<file path="src/rtl/prog_loader.sv">
// Program-memory loader: assembles host nibbles (high first) into bytes and writes them from address 0.
// Optional running checksum enabled by defining PROG_LOADER_CHECKSUM_EN.
module prog_loader #(
   parameter int ADDR_W = 12
) (
   input  logic              clock,
   input  logic              reset,
   input  logic              load_start,
   input  logic              load_end,
   input  logic [3:0]        nib_in,
   input  logic              nib_valid,
   output logic              nib_ready,
   output logic              wr_en,
   output logic [ADDR_W-1:0] wr_addr,
   output logic [7:0]        wr_data,
   output logic              cpu_hold,
   output logic              busy,
   output logic              done,
   output logic              err,
   output logic [ADDR_W:0]   byte_count,
   output logic [7:0]        checksum
);

   typedef enum logic [2:0] {IDLE, HI, LO, WRITE, DONE} state_t;

   state_t              state_q, state_d;
   logic [ADDR_W-1:0]   wr_addr_q, wr_addr_d;
   logic [7:0]          wr_data_q, wr_data_d;
   logic [ADDR_W:0]     byte_count_q, byte_count_d;
   logic                err_q, err_d;
   logic                wr_en_q, wr_en_d;
   logic                busy_q, busy_d;
   logic                done_q, done_d;

   // nib_ready must not depend on nib_valid, so the host can wait on it safely
   assign nib_ready = ((state_q == HI) || (state_q == LO)) && !load_end;

   always_comb begin
      state_d      = state_q;
      wr_addr_d    = wr_addr_q;
      wr_data_d    = wr_data_q;
      byte_count_d = byte_count_q;
      err_d        = err_q;
      case (state_q)
         IDLE: begin
            if (load_start) begin
               state_d      = HI;
               wr_addr_d    = '0;
               byte_count_d = '0;
               err_d        = 1'b0;
            end else begin
               state_d = IDLE;
            end
         end
         HI: begin
            if (load_end) begin
               state_d = DONE;
            end else if (nib_valid) begin
               wr_data_d[7:4] = nib_in;
               state_d        = LO;
            end else begin
               state_d = HI;
            end
         end
         LO: begin
            if (load_end) begin
               state_d = IDLE;
               err_d   = 1'b1;
            end else if (nib_valid) begin
               wr_data_d[3:0] = nib_in;
               state_d        = WRITE;
            end else begin
               state_d = LO;
            end
         end
         WRITE: begin
            wr_addr_d    = wr_addr_q + 1'b1;
            byte_count_d = byte_count_q + 1'b1;
            // the last address ends the load without waiting for load_end
            if (wr_addr_q == {ADDR_W{1'b1}}) begin
               state_d = DONE;
            end else begin
               state_d = HI;
            end
         end
         DONE: begin
            state_d = IDLE;
         end
         default: begin
            state_d = IDLE;
         end
      endcase
      busy_d  = (state_d != IDLE);
      wr_en_d = (state_d == WRITE);
      done_d  = (state_d == DONE);
   end

   always_ff @(posedge clock or posedge reset) begin
      if (reset) begin
         state_q      <= IDLE;
         wr_addr_q    <= '0;
         wr_data_q    <= 8'h00;
         byte_count_q <= '0;
         err_q        <= 1'b0;
         wr_en_q      <= 1'b0;
         busy_q       <= 1'b0;
         done_q       <= 1'b0;
      end else begin
         state_q      <= state_d;
         wr_addr_q    <= wr_addr_d;
         wr_data_q    <= wr_data_d;
         byte_count_q <= byte_count_d;
         err_q        <= err_d;
         wr_en_q      <= wr_en_d;
         busy_q       <= busy_d;
         done_q       <= done_d;
      end
   end

   assign wr_en      = wr_en_q;
   assign wr_addr    = wr_addr_q;
   assign wr_data    = wr_data_q;
   assign byte_count = byte_count_q;
   assign err        = err_q;
   assign busy       = busy_q;
   assign cpu_hold   = busy_q;
   assign done       = done_q;

`ifdef PROG_LOADER_CHECKSUM_EN
   logic [7:0] checksum_q, checksum_d;

   always_comb begin
      checksum_d = checksum_q;
      if ((state_q == IDLE) && load_start) begin
         checksum_d = 8'h00;
      end else if (state_q == WRITE) begin
         checksum_d = checksum_q + wr_data_q;
      end else begin
         checksum_d = checksum_q;
      end
   end

   always_ff @(posedge clock or posedge reset) begin
      if (reset) begin
         checksum_q <= 8'h00;
      end else begin
         checksum_q <= checksum_d;
      end
   end

   assign checksum = checksum_q;
`else
   assign checksum = 8'h00;
`endif

endmodule

</file>
<file path="config.mk">
export PLATFORM = sky130hd
export DESIGN_NAME = prog_loader
export DESIGN_NICKNAME = d
export VERILOG_FILES = /design/src/rtl/prog_loader.sv
export SDC_FILE = /design/constraint.sdc
export NUM_CORES = 1
export LEC_CHECK = 0
export BUFFER_PORTS_ARGS = -buffer_cell sky130_fd_sc_hd__buf_2
export CORE_MARGIN = 5
export CORE_UTILIZATION = 40
export CTS_CLUSTER_SIZE = 12
export DETAILED_ROUTE_END_ITERATION = 10
export GPL_ROUTABILITY_DRIVEN = 1
export PLACE_DENSITY_LB_ADDON = 0.15
export SLEW_MARGIN = 20
export SYNTH_ARGS = -nofsm -noshare
export SYNTH_HDL_FRONTEND = slang
export SYNTH_SLANG_ARGS = --single-unit
</file>
<file path="constraint.sdc">
create_clock -name clock -period 3.3 [get_ports clock]
set_input_delay 0.33 -clock clock [delete_from_list [all_inputs] [get_ports clock]]
set_output_delay 0.33 -clock clock [all_outputs]
set_load 0.01 [all_outputs]
</file>
# Word level (Yosys, flattened, before mapping)
# Index checks and enable logic that the tools add are counted.
[word_totals] regBits=40 inputBits=9 out_inout_bits=47 word_cells=45
[op_classes] n_addsub=2 eq_ne=8 mux=14 n_bitwise=1 reduce_logical=11
[ops] operator="case mux 13 bit (2 select lines)" count=1
[ops] operator="case mux 12 bit (2 select lines)" count=1
[ops] operator="adder 13 x 1 -> 13 bit (second input constant)" count=1
[ops] operator="two-way mux 13 bit" count=1
[ops] operator="adder 12 x 1 -> 12 bit (second input constant)" count=1
[ops] operator="== test 12 bit (second input constant)" count=1
[ops] operator="two-way mux 12 bit" count=1
[ops] operator="case mux 3 bit (4 select lines)" count=1
[ops] operator="== test 3 x 2 -> 1 bit (second input constant)" count=3
[ops] operator="AND reduction 3 bit" count=3
[ops] operator="two-way mux 3 bit" count=2
[ops] operator="two-way mux 1 bit" count=4
[ops] operator="two-way mux 2 bit" count=2
[ops] operator="inequality test 2 bit (second input constant)" count=2
[ops] operator="nonzero test 2 bit" count=2
[ops] operator="== test 3 x 1 -> 1 bit (second input constant)" count=1
[ops] operator="== test 3 bit (second input constant)" count=1
[ops] operator="zero test 3 bit" count=1
[ops] operator="nonzero test 3 bit" count=1
[ops] operator="case mux 1 bit (2 select lines)" count=1
[ops] operator="AND reduction 2 bit" count=1
[ops] operator="logical AND 1 bit" count=1
[ops] operator="zero test 1 bit" count=1
[ops] operator="logical OR 1 bit" count=1
[ops] operator="inverter 1 bit" count=1

# Logic depth before layout (Yosys ltp)
# Gate-level depths: netlist of run 1.
[logic_depth] ltp_word=4 mapped_depth=6

# Least setup slack after synthesis of run 1
# OpenSTA, ideal clock, no wires.
[synth_timing] kind="register -> register" start="register state_q[2]" end="register wr_addr_q[3], in the netlist wr_addr[3]" arrival_ns=1.417 required_time_ns=3.168 setup_slack_ns=1.751 path_stages_with_launch=7 n_path_buf=3 path_cell_list="dfrtp_1 > buf_6 > or4b_4 > buf_6 > buf_8 > o211ai_2 > o31ai_2"
[synth_via] elab_chain_len=3 elab_cells_between_ends=6 cone_classes="eq/ne (2); mux (1); reduce/logical (3)"
[synth_lines] item="start: declaration" line="26" source="state_t state_q, state_d;"
[synth_lines] item="start signal: assignment" line="109" source="state_q <= state_d;"
[synth_lines] item="== test 3 x 2 -> 1 bit or zero test 3 bit (tied branches)" line="44" source="case (state_q)"
[synth_lines] item="nonzero test 2 bit (no source line) or inequality test 2 bit (tied branches)"
[synth_lines] item="AND reduction 2 bit (no source line)"
[synth_lines] item="end signal: assignment" line="110" source="wr_addr_q <= wr_addr_d;"
[synth_lines] item="end: declaration" line="27" source="logic [ADDR_W-1:0] wr_addr_q, wr_addr_d;"
# Several ways; a longest one is shown, not always the timed one.
# A chain may end at the register's enable or synchronous reset.

# Worst setup path in the final report of run 1
[layout_timing] start="register state_q[0]" end="register wr_addr_q[11], in the netlist wr_addr[11]"
# Same word-level chain as after synthesis.

==> metrics.md, run 1 <==
| Metric | Value |
|---|---|
| Post-layout util | 47.4% |
| H-tree depth | 2 |
| Total negative setup slack | 0 ns |
| Mean area per synthesized cell | 11.1 um2 |
| Setup Skew | 0.00599 ns |
| RSZ-0062 raised after global routing | false |
| Post-synth EDFFs | 0 |
| Final HPWL DP | 2.92 mm |
| Final Max Slew Viols | 0 |
| Setup slack, reg-to-reg | 1.42 ns |
| Chip width | 82.3 um |
| CP Max Fanout | 32 |
| Core region area | 5110 um2 |
| Seq/Total Area, Yosys | 47.8% |
| Critical path class | flip-flop to flip-flop |
| # IOs | 56 |
| TritonCTS clock tree | built |
| Slew @ Worst Pin | 0.602 ns |
| Placement Cell Area | 2310 um2 |
| Gate count of the mapped netlist | 189 |
| Required time worst endpoint | 3.52 ns |
| First-pass GRT wire length | 6.78 mm |
| Drt drc | 0 |
| Vias | 1537 |
| CTS Sinks | 40 |
| Total GRT Usage | 13.2% |
| IO Port Bufs | 47 |
| Hold Path Class | primary input to asynchronous set/reset pin |
| Largest net degree at the start of global routing | 41 |
| Final Cycle Share | 57.0% |
| Clk pin slew, worst setup/hold paths | 0.08 ns |
| PD cells | 604 nW/um2 |
| NetSw | 0.000479 W |
| Ys Warns | 0 |
| Post-CTS Resized | 0 |
| Die footprint | 6780 um2 |
| Worst-path cell chain | nand3b_4, nor4_1, mux2i_1 |
| Fmax | 532 MHz |
| Post-DRT Antenna Nets | 0 |
| Area delta synth->final | 15.7% |
| Netlist cell types | 47 |
| Number of detailed-route iterations in the first pass | 4 |
| Worst vdd ir | 312 uV |
| Sw Share | 32.8% |
| Post-CTS Setup Bufs | 0 |
| Wirelength per Cell | 13.8 um |
| Clk network pwr share | 27.5% |
| Setup crit start kind | flip-flop |
| TritonCTS buffer count | 5 |
| Die Y-Extent | 82.3 um |
| Vias in the first global route | 1388 |
| WHS | 0.133 ns |
| Maximum clock path buffer count | 2 |
| Layout cell share with drive strength beyond 1 | 31.2% |
| Fin area | 2420 um2 |
| Drt initial violations | 73 |
| Slowest CP cell | dfrtp_1 |
| Rows | 26 |
| Pint | 0.000984 W |
| Detailed Route WL | 4.20 mm |
| Final Hold Viols | 0 |
| GRT overflow | 0 |
| Design Power | 0.00146 W |
| Nets | 244 |
| Post-Synthesis Cell Area | 2090 um2 |
| Arrival time worst endpoint | 2.10 ns |
| RD Place Congestion | 0.716 |
| CP endpoint kind | flip-flop |
| Primary FF master, synth | dfrtp_1 |
| FFs w/ async S/R, synth | 100% |
| Slew HR | 59.5% |
| R2R depth | 3 |
| Most common cell after layout, fill and taps aside | buf_2 |
| Largest stage delay, worst path | 0.65 ns |
| Hold buffer count at CTS | 0 |
| Max_cap viols | 0 |
| Leak | 1.17 nW |
| Critical R2R Capture | wr_addr[11] |
| # setup viols final | 0 |
| Initial core utilization | 41.0% |
| CTS root buf | clkbuf_8 |
| Initial antenna violation count | 0 |
| R2r startpoint | state_q[0] |
| Worst-skew pair later-pin latency | 0.29 ns |
| Register bit total from synthesis | 40 |
| Antenna Cells | 0 |
| Combinational share of power | 26.6% |
| Most frequent cells in the layout | buf_2, dfrtp_1, nand2_1 |
| Part of the power in registers | 45.9% |
| Outcome | completed |
| Vias/cell | 5.06 |
| Final worst path period need | 1.88 ns |
## metrics by stage
step	instances	setup WS, ns
3_3_place_gp	296	1.50
3_5_place_dp	296	1.41
6_report	304	1.42
4_1_cts	304	1.38
5_1_grt	304	1.28
2_1_floorplan	196	1.75
## sequential cells by signal, indices dropped and copies added (netlist names)
name and cells:
byte_count 13, done 1, wr_addr 12, wr_en 1, busy 1, state_q 3, err 1, wr_data 8
## worst max-delay path by stage
stage,from,endpoint,slack (ns),cells after the start
floorplan,state_q[2],wr_addr[3],1.75,6
global placement,state_q[0],wr_addr[10],1.50,3
detailed placement,state_q[0],wr_addr[11],1.41,3
CTS,state_q[0],wr_addr[11],1.38,3
global route,state_q[0],wr_addr[11],1.28,3
finish,state_q[0],wr_addr[11],1.42,3
## power by group through the flow
stage / Sequential [W] / Clock (W) / Combinational [W]
finish: 0.000671 / 0.000403 / 0.000389
global route: 0.000686 / 0.000437 / 0.000438
CTS: 0.000672 / 0.000417 / 0.000399
detailed placement: 0.000681 / 0 / 0.000397
global placement: 0.000682 / 0 / 0.000397
floorplan: 0.000677 / 0 / 0.000307
## metal layers
metal | vias up | GRT usage (%) | routed length (um) | part of all wire, %
li1 | 773 | - | - | -
met1 | 716 | 19.4 | 2100 | 50
met2 | 42 | 18.3 | 1770 | 42
met3 | 6 | 4.01 | 274 | 6.5
met4 | 0 | 3.99 | 49 | 1.2
met5 | - | 0 | 0 | 0
## critical path, delay by kind of cell, from the launching register on
| kind | cells | cell delay, ns |
|---|---|---|
| mux | 1 | 0.24 |
| flops | 1 | 0.65 |
| simple gates | 2 | 0.92 |
## area by class of cell
cell class                 instances  area, um2
fill                             492       2690
multi-input combinational        130        948
timing repair buffer              48        243
tap                               70       87.6
sequential                        40       1000
inverter                           8       30.0
clock buffer                       5       68.8
clock inverter                     3       42.5
## cell usage after synthesis, types with 3 or more instances
cell,n,share of area [%]
dfrtp_1,40,48
nand2_1,19,3.4
mux2i_1,15,7.2
buf_4,11,3.9
nor4_1,11,3.3
mux2_2,10,5.4
nand3_1,9,2.2
inv_1,8,1.4
nand4_1,6,1.8
nor2_1,4,0.72
a22o_1,3,1.3
buf_2,3,0.72
nor2b_1,3,0.90
nor3_1,3,0.72
o311ai_0,3,1.3
o41ai_1,3,1.3
## cell families after synthesis
group | count (synthesis) | share of synthesized area (%)
AO/OA/AOI/OAI | 24 | 9.39
XOR/XNOR | 1 | 0.419
adder cells (fa/ha/maj) | 2 | 1.20
buffers and inverters | 26 | 8.07
flip-flops | 40 | 47.8
multiplexers | 25 | 12.6
other | 1 | 0.179
AND/OR/NAND/NOR | 70 | 20.3
No activity file was read; power rests on OpenSTA's default activity.
==> inputs of run 2 (changes only) <==
==> constraint.sdc (replaced) <==
create_clock -name clock -period 1.6 [get_ports clock]
set_input_delay 0.16 -clock clock [delete_from_list [all_inputs] [get_ports clock]]
set_output_delay 0.16 -clock clock [all_outputs]
set_load 0.01 [all_outputs]
==> metrics.md, run 2 (synthesis gave the netlist of run 1 again) <==
| Metric | Value |
|---|---|
| R2r startpoint | state_q[0] |
| Largest register FFs | 13 |
| Vias in the first global route | 1573 |
| Wirelength per Cell | 14.1 um |
| Hold path start | nib_in[3] |
| First-pass GRT wire length | 7.44 mm |
| Clk network pwr share | 25.6% |
| Combinational share of power | 33.6% |
| Critical path destination | wr_addr[0] |
| Worst-path cell chain | or4b_4, buf_4, nand3_1, o21ai_1 |
| WHS | 0.111 ns |
| M1 WL | 2.13 mm |
| Vias | 1669 |
| Arrival time worst endpoint | 1.70 ns |
| Met2 WL | 2.11 mm |
| Final HPWL DP | 3.17 mm |
| Worst vdd ir | 632 uV |
| Most frequent cells in the layout | buf_2, dfrtp_1, buf_4 |
| Fmax | 656 MHz |
| Final worst path period need | 1.52 ns |
| CTS root buf | clkbuf_8 |
| CP Max Fanout | 9 |
| Met3 wire len | 304 um |
| Slew HR | 65.9% |
| PD cells | 1230 nW/um2 |
| Setup slack, reg-to-reg | 0.08 ns |
| Leak | 1.28 nW |
| CTS Sinks | 40 |
| CP endpoint kind | flip-flop |
| GRT overflow | 0 |
| Worst-skew pair later-pin latency | 0.29 ns |
| Final Max Slew Viols | 0 |
| H-tree depth | 2 |
| Initial core utilization | 41.0% |
| Largest stage delay, worst path | 0.65 ns |
| Max Used Layer | met4 |
| Critical Path Start | state_q[0] |
| Area delta synth->final | 24.3% |
| Clk pin slew, worst setup/hold paths | 0.08 ns |
| Critical path class | flip-flop to flip-flop |
| Setup Skew | 0.00698 ns |
| Slew @ Worst Pin | 0.512 ns |
| Placement Cell Area | 2440 um2 |
| Final Cycle Share | 95.3% |
| Slowest CP cell | or4b_4 |
| IO Port Bufs | 47 |
| Levels on crit path | 4 |
| Rows | 26 |
| Maximum clock path buffer count | 2 |
| Sw Share | 32.2% |
| WP buf/inv | 1 |
| TritonCTS buffer count | 5 |
| R2R depth | 4 |
| RSZ-0062 raised after global routing | true |
| Critical R2R Capture | wr_addr[0] |
| Total GRT Usage | 14.2% |
| Vias/cell | 5.14 |
| Cell family with most CP delay | simple AND/OR/NAND/NOR gates |
| Die footprint | 6780 um2 |
| Setup crit start kind | flip-flop |
| Hold Path Class | primary input to flip-flop |
| TritonCTS clock tree | built |
| Number of detailed-route iterations in the first pass | 4 |
| Detailed Route WL | 4.59 mm |
| Die Y-Extent | 82.3 um |
| Required time worst endpoint | 1.77 ns |
| Fin cells | 325 |
| Most common cell after layout, fill and taps aside | buf_2 |
| Drt initial violations | 76 |
| # setup viols final | 0 |
| Fin area | 2600 um2 |
| Outcome | completed |
| Pint | 0.00218 W |
| # IOs | 56 |
| Max_cap viols | 0 |
| Post-DRT Antenna Nets | 0 |
| Antenna Cells | 0 |
| RD Place Congestion | 0.706 |
| Chip width | 82.3 um |
| Layout cell share with drive strength beyond 1 | 36.9% |
| Part of the power in registers | 40.9% |
| Nets | 265 |
| Core region area | 5110 um2 |
| # placed instances | 313 |
| Final Hold Viols | 0 |
| Drt drc | 0 |
| Largest net degree at the start of global routing | 41 |
| NetSw | 0.00103 W |
| Initial antenna violation count | 0 |
[run 2: worst min path at each step]
stage,endpoint,slack (ns),cells past startpoint
CTS,wr_data[0],0.10,2
global placement,wr_data[1],0.32,3
detailed placement,wr_data[5],0.32,3
global route,wr_data[3],0.11,2
floorplan,state_q[1],0.23,1
finish,wr_data[3],0.11,2
[run 2: layout make-up]
cell class / count / area, um2
multi-input cells: 130 / 960
well taps: 70 / 87.6
inverters: 8 / 30.0
repair buffers: 69 / 415
flip-flops and latches: 40 / 1000
clock inverters: 2 / 35.0
clock buffers: 6 / 72.6
fillers: 491 / 2510
[run 2: worst reg2reg max path: cells and delay by family, from the launching register on]
kind / cells / cell delay, ns
AO/OA/AOI/OAI: 1 / 0.07
buffers and inverters: 1 / 0.19
flip-flops: 1 / 0.44
AND/OR/NAND/NOR: 2 / 0.72
[run 2: metal layers]
metal  vias to the layer above  track usage [%]
met2                        55             21.5
met5                         -                0
met4                         0             3.99
met3                         5             3.90
met1                       798             19.9
li1                        811                -
[run 2: power by group through the flow]
| stage | sequential (W) | combinational (W) | clock, W |
|---|---|---|---|
| after global routing | 0.00134 | 0.00119 | 0.000885 |
| after CTS | 0.00131 | 0.00102 | 0.000840 |
| after global placement | 0.00133 | 0.00100 | 0 |
| after detailed placement | 0.00133 | 0.00101 | 0 |
| after floorplan | 0.00140 | 0.000633 | 0 |
| final | 0.00131 | 0.00108 | 0.000821 |
[run 2: what timing repair did]
| action | in CTS | in global routing |
|---|---|---|
| endpoints found under the setup margin | 0 | 5 |
| resized for setup | 0 | 3 |
| setup buffers | 0 | 3 |
| endpoints found under the hold margin | 12 | 0 |
| hold buffers | 1 | 0 |
[run 2: through the flow]
step	TNS [ns]	utilization, %	power (W)	setup WS, ns
after detailed placement	0	47.7	0.00234	0.0501
final	0	50.9	0.00321	0.0756
after floorplan	0	-	0.00203	0.0515
after CTS	0	50.0	0.00317	0.0584
after global placement	0	47.7	0.00233	0.0782
after global routing	-0.0238	50.9	0.00342	-0.0152
